==> src/rtl/pll_seq_pkg.sv <==
// pll_seq_pkg: state encoding and width helpers shared by the PLL
// bring-up sequencer and its lock-window checker.
package pll_seq_pkg;

  // Sequencer states; the encoding is exported on state_o.
  typedef enum logic [2:0] {
    ST_HOLD   = 3'd0,
    ST_SETTLE = 3'd1,
    ST_CHECK  = 3'd2,
    ST_LOCKED = 3'd3,
    ST_FAULT  = 3'd4,
    ST_BRAKE  = 3'd5
  } pll_state_e;

  // Width of the fb_tick window count, which saturates at 2*WIN.
  function automatic int win_cnt_w(input int win);
    return $clog2(2 * win + 1);
  endfunction

  // Bits needed to hold the value maxval (at least one bit).
  function automatic int cnt_w(input int maxval);
    if (maxval <= 1) return 1;
    return $clog2(maxval + 1);
  endfunction

  // Ceiling of the saturating relock debug counter.
  localparam logic [7:0] RELOCK_MAX = 8'hFF;

endpackage

==> src/rtl/pll_seq_win.sv <==
// pll_seq_win: back-to-back WIN-cycle windows counting fb_tick pulses.
// At the end of each window win_done pulses for one cycle together with
// win_pass, which is high when the count lies within WIN +/- TOL.
module pll_seq_win
  import pll_seq_pkg::*;
#(
  parameter int WIN = 64,
  parameter int TOL = 1
) (
  input  logic clk,
  input  logic srst,
  input  logic clear,
  input  logic enable,
  input  logic fb_tick,
  output logic win_done,
  output logic win_pass
);

  localparam int CW = win_cnt_w(WIN);
  localparam int PW = cnt_w(WIN - 1);
  localparam logic [CW-1:0] SAT = CW'(2 * WIN);
  localparam logic [CW-1:0] LO  = (WIN > TOL) ? CW'(WIN - TOL) : '0;
  localparam logic [CW-1:0] HI  = (TOL >= WIN) ? SAT : CW'(WIN + TOL);

  logic [PW-1:0] r_pos;
  logic [CW-1:0] r_cnt;
  logic          r_done;
  logic          r_pass;
  logic [CW-1:0] w_cnt_inc;
  logic          w_last;

  // The final cycle's tick is folded in so no pulse is lost at window end.
  assign w_cnt_inc = (fb_tick && (r_cnt != SAT)) ? r_cnt + CW'(1) : r_cnt;
  assign w_last    = (r_pos == PW'(WIN - 1));

  // Window position and tick count; the next window starts with no gap.
  always_ff @(posedge clk) begin
    if (srst || clear) begin
      r_pos  <= '0;
      r_cnt  <= '0;
      r_done <= 1'b0;
      r_pass <= 1'b0;
    end else if (enable) begin
      r_done <= w_last;
      r_pass <= w_last && (w_cnt_inc >= LO) && (w_cnt_inc <= HI);
      if (w_last) begin
        r_pos <= '0;
        r_cnt <= '0;
      end else begin
        r_pos <= r_pos + PW'(1);
        r_cnt <= w_cnt_inc;
      end
    end else begin
      r_done <= 1'b0;
      r_pass <= 1'b0;
    end
  end

  assign win_done = r_done;
  assign win_pass = r_pass;

endmodule

==> src/rtl/pll_seq.sv <==
// pll_seq: PLL bring-up sequencer (reset hold, settle, lock qualification,
// run, brake) with run-time divider re-programming over valid/ready.
// Optional build macro PLL_SEQ_RELOCK_EN: lock loss retries through SETTLE
// and a saturating relock debug counter is kept; otherwise lock loss faults.
module pll_seq
  import pll_seq_pkg::*;
#(
  parameter int NW            = 8,
  parameter int N_DEFAULT     = 32,
  parameter int RESET_CYCLES  = 2,
  parameter int SETTLE_CYCLES = 256,
  parameter int WIN           = 64,
  parameter int TOL           = 1,
  parameter int MAX_TRIES     = 8,
  parameter int RUN_CYCLES    = 0
) (
  input  logic          refclk,
  input  logic          reset,
  input  logic          fb_tick,
  input  logic          brake_req,
  input  logic          n_valid,
  input  logic [NW-1:0] n_data,
  output logic          n_ready,
  output logic          pll_resetn,
  output logic          pll_brake,
  output logic [NW-1:0] pll_n,
  output logic          locked,
  output logic          fault,
  output logic [2:0]    state_o
);

  localparam int HW = cnt_w(RESET_CYCLES - 1);
  localparam int SW = cnt_w(SETTLE_CYCLES - 1);
  localparam int TW = cnt_w(MAX_TRIES);
  localparam int RW = cnt_w(RUN_CYCLES);

  pll_state_e    r_state;
  logic [HW-1:0] r_hold;
  logic [SW-1:0] r_settle;
  logic [TW-1:0] r_tries;
  logic [RW-1:0] r_run;
  logic          r_pll_resetn;
  logic          r_pll_brake;
  logic [NW-1:0] r_pll_n;
  logic          r_locked;
  logic          r_fault;

  logic w_win_done;
  logic w_win_pass;
  logic w_win_en;
  logic w_xfer_new;
  logic w_lock_loss;
  logic w_run_done;

  // Windows run only while qualifying or holding lock; elsewhere they are held clear.
  assign w_win_en = (r_state == ST_CHECK) || (r_state == ST_LOCKED);

  pll_seq_win #(
    .WIN (WIN),
    .TOL (TOL)
  ) u_win (
    .clk      (refclk),
    .srst     (reset),
    .clear    (!w_win_en),
    .enable   (w_win_en),
    .fb_tick  (fb_tick),
    .win_done (w_win_done),
    .win_pass (w_win_pass)
  );

  assign n_ready = ((r_state == ST_LOCKED) || (r_state == ST_FAULT)) && !brake_req;

  // A zero ratio is consumed by the handshake but otherwise has no effect.
  assign w_xfer_new = n_valid && n_ready && (n_data != '0);

  assign w_lock_loss = (r_state == ST_LOCKED) && !brake_req && !w_xfer_new &&
                       w_win_done && !w_win_pass;

  assign w_run_done = (RUN_CYCLES != 0) && (r_run == RW'(RUN_CYCLES - 1));

  // Sequencer FSM; brake_req outranks handshakes and window results.
  always_ff @(posedge refclk) begin
    if (reset) begin
      r_state      <= ST_HOLD;
      r_hold       <= '0;
      r_settle     <= '0;
      r_tries      <= '0;
      r_run        <= '0;
      r_pll_resetn <= 1'b0;
      r_pll_brake  <= 1'b0;
      r_pll_n      <= NW'(N_DEFAULT);
      r_locked     <= 1'b0;
      r_fault      <= 1'b0;
    end else begin
      case (r_state)
        ST_HOLD: begin
          if (r_hold == HW'(RESET_CYCLES - 1)) begin
            r_state      <= ST_SETTLE;
            r_pll_resetn <= 1'b1;
            r_hold       <= '0;
            r_settle     <= '0;
          end else begin
            r_hold <= r_hold + HW'(1);
          end
        end

        ST_SETTLE: begin
          if (brake_req) begin
            r_state     <= ST_BRAKE;
            r_pll_brake <= 1'b1;
            r_locked    <= 1'b0;
          end else if (r_settle == SW'(SETTLE_CYCLES - 1)) begin
            r_state  <= ST_CHECK;
            r_settle <= '0;
            r_tries  <= '0;
          end else begin
            r_settle <= r_settle + SW'(1);
          end
        end

        ST_CHECK: begin
          if (brake_req) begin
            r_state     <= ST_BRAKE;
            r_pll_brake <= 1'b1;
            r_locked    <= 1'b0;
          end else if (w_win_done) begin
            if (w_win_pass) begin
              r_state  <= ST_LOCKED;
              r_locked <= 1'b1;
              r_run    <= '0;
            end else begin
              r_tries <= r_tries + TW'(1);
              if (r_tries == TW'(MAX_TRIES - 1)) begin
                r_state <= ST_FAULT;
                r_fault <= 1'b1;
              end
            end
          end
        end

        ST_LOCKED: begin
          if (brake_req) begin
            r_state     <= ST_BRAKE;
            r_pll_brake <= 1'b1;
            r_locked    <= 1'b0;
          end else if (w_xfer_new) begin
            r_state      <= ST_HOLD;
            r_pll_n      <= n_data;
            r_pll_resetn <= 1'b0;
            r_hold       <= '0;
            r_tries      <= '0;
            r_locked     <= 1'b0;
            r_fault      <= 1'b0;
          end else if (w_lock_loss) begin
            r_locked <= 1'b0;
`ifdef PLL_SEQ_RELOCK_EN
            r_state  <= ST_SETTLE;
            r_settle <= '0;
            r_tries  <= '0;
`else
            r_state  <= ST_FAULT;
            r_fault  <= 1'b1;
`endif
          end else if (w_run_done) begin
            r_state     <= ST_BRAKE;
            r_pll_brake <= 1'b1;
            r_locked    <= 1'b0;
          end else if (RUN_CYCLES != 0) begin
            r_run <= r_run + RW'(1);
          end
        end

        ST_FAULT: begin
          if (brake_req) begin
            r_state     <= ST_BRAKE;
            r_pll_brake <= 1'b1;
            r_locked    <= 1'b0;
          end else if (w_xfer_new) begin
            r_state      <= ST_HOLD;
            r_pll_n      <= n_data;
            r_pll_resetn <= 1'b0;
            r_hold       <= '0;
            r_tries      <= '0;
            r_locked     <= 1'b0;
            r_fault      <= 1'b0;
          end
        end

        ST_BRAKE: begin
          // Terminal: PLL stays braked with resetn and N frozen until reset.
          r_pll_brake <= 1'b1;
          r_locked    <= 1'b0;
        end

        default: begin
          r_state <= ST_HOLD;
        end
      endcase
    end
  end

`ifdef PLL_SEQ_RELOCK_EN
  logic [7:0] r_relock_cnt;

  // Debug tally of lock losses that triggered a relock attempt.
  always_ff @(posedge refclk) begin
    if (reset) begin
      r_relock_cnt <= '0;
    end else if (w_lock_loss && (r_relock_cnt != RELOCK_MAX)) begin
      r_relock_cnt <= r_relock_cnt + 8'd1;
    end
  end
`endif

  assign pll_resetn = r_pll_resetn;
  assign pll_brake  = r_pll_brake;
  assign pll_n      = r_pll_n;
  assign locked     = r_locked;
  assign fault      = r_fault;
  assign state_o    = r_state;

endmodule

==> config.mk <==
export PLATFORM = sky130hd
export DESIGN_NAME = pll_seq
export DESIGN_NICKNAME = d
export VERILOG_FILES = /design/src/rtl/pll_seq_pkg.sv /design/src/rtl/pll_seq_win.sv /design/src/rtl/pll_seq.sv
export SDC_FILE = /design/constraint.sdc
export NUM_CORES = 1
export LEC_CHECK = 0
export CORE_MARGIN = 5
export CORE_UTILIZATION = 40
export CTS_BUF_LIST = sky130_fd_sc_hd__clkbuf_4
export DETAILED_ROUTE_END_ITERATION = 12
export HOLD_SLACK_MARGIN = 0.1
export PLACE_DENSITY_LB_ADDON = 0.08
export REMOVE_ABC_BUFFERS = 1
export SLEW_MARGIN = 10
export SYNTH_ARGS = -nofsm -noshare
export SYNTH_HDL_FRONTEND = slang
export SYNTH_SLANG_ARGS = --single-unit
==> constraint.sdc <==
create_clock -name refclk -period 5.6 [get_ports refclk]
set_input_delay 0.56 -clock refclk [delete_from_list [all_inputs] [get_ports refclk]]
set_output_delay 0.56 -clock refclk [all_outputs]
set_load 0.01 [all_outputs]
==> results.md, run 1 <==
* Clk_skew at 8.48 ps
* Via count at 2049
* Async set-reset flop share out of synthesis at 0
* Most common cell after layout, fill and taps aside: dfxtp_1
* Syn Area/Cell at 8.47 sq um
* Total CTS buffers at 5
* CP max stage delay at 710 ps
* Part of the Yosys area used for sequential elements at 0.371
* Yosys cell types at 56
* WL final at 5240 um
* Routed Antenna Nets at 0
* Register bit total from synthesis at 44
* Total Power at 817 uW
* DP HPWL at 3720 um
* Most frequent cells in the layout: 44 x dfxtp_1, 35 x nor2_1, 28 x clkdlybuf4s50_1, 22 x nand2_1, 16 x a21oi_1
* Initial DRC count at 92
* Setup bufs post-CTS at 0
* Clock sink total at 44
* Drt pass-1 iters at 4
* Largest net degree at the start of global routing at 27
* Yosys warns at 0
* Number of hold-slack violations in the final timing report at 0
* GPL Wtd Cong at 0.776
* Antenna diodes at 0
* Crit path cell chain: or3b_2 -> a21oi_1 -> clkdlybuf4s50_1
* Die area at 0.00757 sq mm
* Fmax at 328 MHz
* Gr busiest metal: met2
* Grt met3 use at 0.0341
* Leak at 0.000965 uW
* Synth-to-Final Area Change at 15.9%
* Port Buffers at 28
* Period utilization at 0.545
* TritonCTS clock tree: yes
* Worst-path clk slew at 140 ps
* Io pins at 29
* Slew margin rel. at 0.516
* Worst EP required at 5040 ps
* Met2 Use GR at 0.237
* Worst-skew pair later-pin latency at 360 ps
* Post-synth EDFFs at 0
* Synthesized instance count at 280
* Post-Route Setup TNS at 0 ps
* # DRC at 0
* Crit path DAT at 2490 ps
* CP Class: register to output port
* Crit path max-delay cell type: dfxtp_1
* PwrDens at 297 mW/mm^2
* Hold WC Path Type: register to register
* Worst-path fanout max at 18
* Post-cts sizing count at 0
* RSZ-0062 raised after global routing: false
* Die W at 87.0 um
* Wire per inst at 13.8 um
* Core Region at 0.00585 sq mm
* Max rail drop VDD at 0.000148 V
* Setup crit start kind: register
* Via/cell ratio at 5.41
* H-tree level count at 2
* Die Ht at 87.0 um
* Nets@finish at 322
* Max-cap viol count at 0
* Met1 Usage GRT at 0.193
* Clock Path Buffers at 2
* Status: completed
* Mapped Area at 0.00237 sq mm
* Vias in the first global route at 1962
* Total GRT Usage at 0.147
* Fin crit period at 3050 ps
* Fillers at 582
* Global-route wire length before repair at 8990 um
* # rows at 28
* Final slew viol count at 0
* GRT Residual Overflow at 0
* Slew of the pin with the lowest slew margin at 725 ps
* Critical path endpoint category: output port
* Final setup viols at 0
* Ys flop type: dfxtp_1
* Root Driver: clkbuf_4
* Layout cell share with drive strength beyond 1 at 0.0526
* Hold buffer count at cts at 0
* Initial antenna violation count at 0
* Starting Density at 0.405
==> state kept, by name, summed over array words and instances (netlist names), 3 cells and up <==
signal / flops
pll_n: 8
r_settle: 8
u_win.r_cnt: 8
u_win.r_pos: 6
r_tries: 4
state_o: 3
==> path summary, 6_finish.rpt <==
check | depth (start not counted) | end | slack (ps) | from
setup / recovery | 3 | n_ready | 2550 | state_o[2]$_SDFFE_PP0P_
hold reg to reg | 2 | fault$_SDFFE_PP0P_ | 460 | fault$_SDFFE_PP0P_
setup reg to reg | 7 | u_win.win_pass$_SDFF_PP0_ | 2830 | u_win.r_cnt[0]$_SDFFE_PP0N_
hold / removal | 2 | fault$_SDFFE_PP0P_ | 460 | fault$_SDFFE_PP0P_
==> routing by layer <==
| metal | vias up | wire length (um) |
|---|---|---|
| met1 | 952 | 2580 |
| met2 | 32 | 2380 |
| met5 | - | 0 |
| li1 | 1060 | - |
| met4 | 0 | 70 |
| met3 | 5 | 204 |
==> stage by stage <==
| stage | hold WS (ps) | util | std cells | instance area (sq um) | worst slack [ps] |
|---|---|---|---|---|---|
| 2_1_floorplan | 418 | - | 267 | 2310 | 3000 |
| 6_report | 463 | 0.470 | 379 | 2750 | 2550 |
| 3_5_place_dp | 441 | 0.460 | 371 | 2690 | 2760 |
| 3_3_place_gp | 430 | 0.460 | 371 | 2690 | 2830 |
| 4_1_cts | 461 | 0.470 | 379 | 2750 | 2530 |
| 5_1_grt | 495 | 0.470 | 379 | 2750 | 2430 |
==> kinds of logic (layout without fill, tap and decap cells) <==
| group | count (synthesis) | count (layout) | share of synthesized area |
|---|---|---|---|
| fa+ha+maj | 6 | 6 | 0.0316 |
| flops | 44 | 44 | 0.371 |
| buf+inv | 23 | 47 | 0.0417 |
| xor+xnor | 17 | 17 | 0.0628 |
| simple gates | 118 | 118 | 0.267 |
| compound gates | 62 | 62 | 0.183 |
| mux | 10 | 10 | 0.0427 |
==> synthesized netlist by cell type, types with 5 or more instances <==
master    number  share of area
a21oi_1       16          0.034
inv_1         10          0.016
nor2_1        35          0.055
xnor2_1        9          0.033
ha_1           6          0.032
dfxtp_1       44           0.37
mux2i_1        9          0.038
clkbuf_1      10          0.016
nand2_1       22          0.035
a31oi_1        5          0.013
o21ai_0        7          0.015
xor2_1         8          0.030
nor2b_1        5          0.013
nand3_1        6          0.013
nand2b_1       7          0.018
nor3_1         5          0.011
and3_1         5          0.013
==> where the power goes <==
| part | internal (uW) | switching, uW |
|---|---|---|
| registers | 337 | 49.0 |
| logic | 125 | 152 |
| clock network | 47.4 | 106 |
==> worst max-delay path: cells and delay by family (launching register included) <==
kind,cells,cell delay (ps)
compound gates,1,320
buf+inv,1,620
flops,1,710
simple gates,1,490
==> layout make-up <==
| type | instances | area (sq um) | area share |
|---|---|---|---|
| Timing Repair Buffer | 29 | 288 | 0.105 |
| Sequential cell | 44 | 881 | 0.320 |
| Inverter | 10 | 37.5 | 0.0137 |
| Tap cell | 75 | 93.8 | 0.0341 |
| Clock inverter | 3 | 18.8 | 0.00683 |
| Clock buffer | 5 | 37.5 | 0.0137 |
| Multi-Input combinational cell | 213 | 1390 | 0.507 |
Note: power is estimated with default switching activity, not from simulation.
==> run 2: changes to the inputs <==
==> constraint.sdc (replaced) <==
create_clock -name refclk -period 3.2 [get_ports refclk]
set_input_delay 0.32 -clock refclk [delete_from_list [all_inputs] [get_ports refclk]]
set_output_delay 0.32 -clock refclk [all_outputs]
set_load 0.01 [all_outputs]
==> run 2 against run 1 <==
- clock skew is essentially flat
- hold slack worse by 2.5 ps
- die area unchanged
- utilization grew 0.26 points
- cell area is 0.55% higher
- flip-flop and latch count is the same
- wire length increased by 3.6%
- largest cell class unchanged
- highest routed layer unchanged
==> results.md, run 2 (synthesis gave the netlist of run 1 again) <==
* GRT Residual Overflow at 0 (unchanged)
* Hold WC Path Type: register to register
* Io pins at 29 (unchanged)
* PwrDens at 523 mW/mm^2 (+76%)
* Post-cts sizing count at 0 (unchanged)
* Clock Path Buffers at 2 (unchanged)
* Nets@finish at 324 (+0.62%)
* Status: completed
* Die area at 0.00757 sq mm (unchanged)
* Slew margin rel. at 0.515 (-0.000854)
* Worst EP required at 2880 ps (-2160 ps)
* Max rail drop VDD at 0.000397 V (+170%)
* Worst-path clk slew at 130 ps (about the same)
* Hold buffer count at cts at 0 (unchanged)
* Fin cells at 381 (+0.53%)
* Via/cell ratio at 5.42 (+0.20%)
* Core Region at 0.00585 sq mm (unchanged)
* Max-cap viol count at 0 (unchanged)
* GPL Wtd Cong at 0.756 (-2.6%)
* Final slew viol count at 0 (unchanged)
* Root Driver: clkbuf_4
* Total GRT Usage at 0.149 (+0.00269)
* Die Ht at 87.0 um (unchanged)
* TritonCTS clock tree: yes
* WHS Endpoint: u_win.r_pos[0]$_SDFFE_PP0N_
* Worst hold path startpoint: u_win.r_pos[0]$_SDFFE_PP0N_
* Final setup viols at 0 (unchanged)
* RSZ-0062 raised after global routing: false
* Total CTS buffers at 5 (unchanged)
* Register area at 881 sq um (unchanged)
* Fmax at 353 MHz
* Leak at 0.000980 uW (+1.5%)
* Synth-to-Final Area Change at 16.5%
* Largest net degree at the start of global routing at 26 (-3.7%)
* Die W at 87.0 um (unchanged)
* Starting Density at 0.405 (unchanged)
* Footprint of the multi-input gates at 0.00139 sq mm (unchanged)
* Via count at 2064 (+0.73%)
* Wire per inst at 14.2 um (+3.1%)
* Initial antenna violation count at 0 (unchanged)
* Antenna diodes at 0 (unchanged)
* Post-Route Setup TNS at 0 ps (unchanged)
* Layout cell share with drive strength beyond 1 at 0.0588 (+0.00619)
* Fin crit period at 2830 ps
* Number of cells on the worst reg-to-reg path at 7 (unchanged)
* Period utilization at 0.884
* Most frequent cells in the layout: 44 x dfxtp_1, 35 x nor2_1, 28 x clkdlybuf4s50_1, 22 x nand2_1, 16 x a21oi_1
* Worst-skew pair later-pin latency at 350 ps (about the same)
* Setup crit start kind: register
* H-tree level count at 2 (unchanged)
* Critical path endpoint category: output port
* CP Class: register to output port
* Crit path DAT at 2510 ps (+20 ps)
* Global-route wire length before repair at 9040 um (+0.55%)
* Most common cell after layout, fill and taps aside: dfxtp_1
* DP HPWL at 3890 um (+4.4%)
* Slew of the pin with the lowest slew margin at 727 ps (+1.85 ps)
* Port Buffers at 28 (unchanged)
* Vias in the first global route at 1919 (-2.2%)
* Clk_skew at 8.06 ps (-0.423 ps)
* # rows at 28 (unchanged)
* Number of hold-slack violations in the final timing report at 0 (unchanged)
* Post-placement cell count at 373 (+0.54%)
* Clock sink total at 44 (unchanged)
* WL final at 5420 um (+3.6%)
* Initial DRC count at 94 (+2.2%)
* # DRC at 0 (unchanged)
* Reg2Reg Setup Slack at 450 ps (-2380 ps)
* Post-layout util at 0.472 (+0.00257)
* Worst r2r src: u_win.r_cnt[0]$_SDFFE_PP0N_
* Worst-path fanout max at 18 (unchanged)
* Fillers at 596 (+2.4%)
* WHS Path Cells at 1 (-1)
* Setup bufs post-CTS at 0 (unchanged)
* Routed Antenna Nets at 0 (unchanged)
* Drt pass-1 iters at 5 (+1)
* Reg2reg end: u_win.win_pass$_SDFF_PP0_
[run 2: changes by cell type in the layout (fill, tap and decap cells not counted)]
cell and change:
clkinvlp_4 -1, clkbuf_4 +1, buf_4 +2
[run 2: metrics by stage]
stage | hold slack, ps | power (uW) | worst slack (ps) | instance area, sq um
floorplan | 389 | 994 | 602 | 2310
global placement | 430 | 1180 | 523 | 2710
detailed placement | 436 | 1180 | 469 | 2710
CTS | 463 | 1460 | 369 | 2760
global route | 486 | 1550 | 238 | 2760
finish | 461 | 1440 | 370 | 2760
[run 2: per-layer routing]
metal,global-route usage,up-vias,share of wire
li1,-,1059,-
met2,0.248,32,0.48
met5,0,-,0
met3,0.0293,5,0.031
met4,0.0382,0,0.0094
met1,0.198,968,0.48
[run 2: area by class of cell]
class / instances / area share
multi-input combinational: 213 / 0.504
sequential: 44 / 0.319
timing repair buffer: 31 / 0.110
tap: 75 / 0.0340
clock buffer: 6 / 0.0163
inverter: 10 / 0.0136
clock inverter: 2 / 0.00407
[run 2: worst max-delay path, stage by stage, from the launching register on]
cell and delay, ps:
dfxtp_1 730, or3b_2 490, a21oi_1 320, clkdlybuf4s50_1 620
[run 2: how the worst max path moves through the flow]
stage | slack [ps] | startpoint | end | depth (start not counted)
after global routing | 240 | state_o[2]$_SDFFE_PP0P_ | n_ready | 3
after floorplan | 600 | u_win.r_cnt[0]$_SDFFE_PP0N_ | u_win.win_pass$_SDFF_PP0_ | 7
final | 370 | state_o[2]$_SDFFE_PP0P_ | n_ready | 3
after CTS | 370 | state_o[2]$_SDFFE_PP0P_ | n_ready | 3
after global placement | 520 | u_win.r_cnt[0]$_SDFFE_PP0N_ | u_win.win_pass$_SDFF_PP0_ | 7
after detailed placement | 470 | u_win.r_cnt[0]$_SDFFE_PP0N_ | u_win.win_pass$_SDFF_PP0_ | 7
[run 2: where the power goes]
| part | switching, uW | internal, uW |
|---|---|---|
| Clock | 183 | 92.5 |
| Combinational | 270 | 221 |
| Sequential | 87.9 | 590 |
| Total | 541 | 904 |
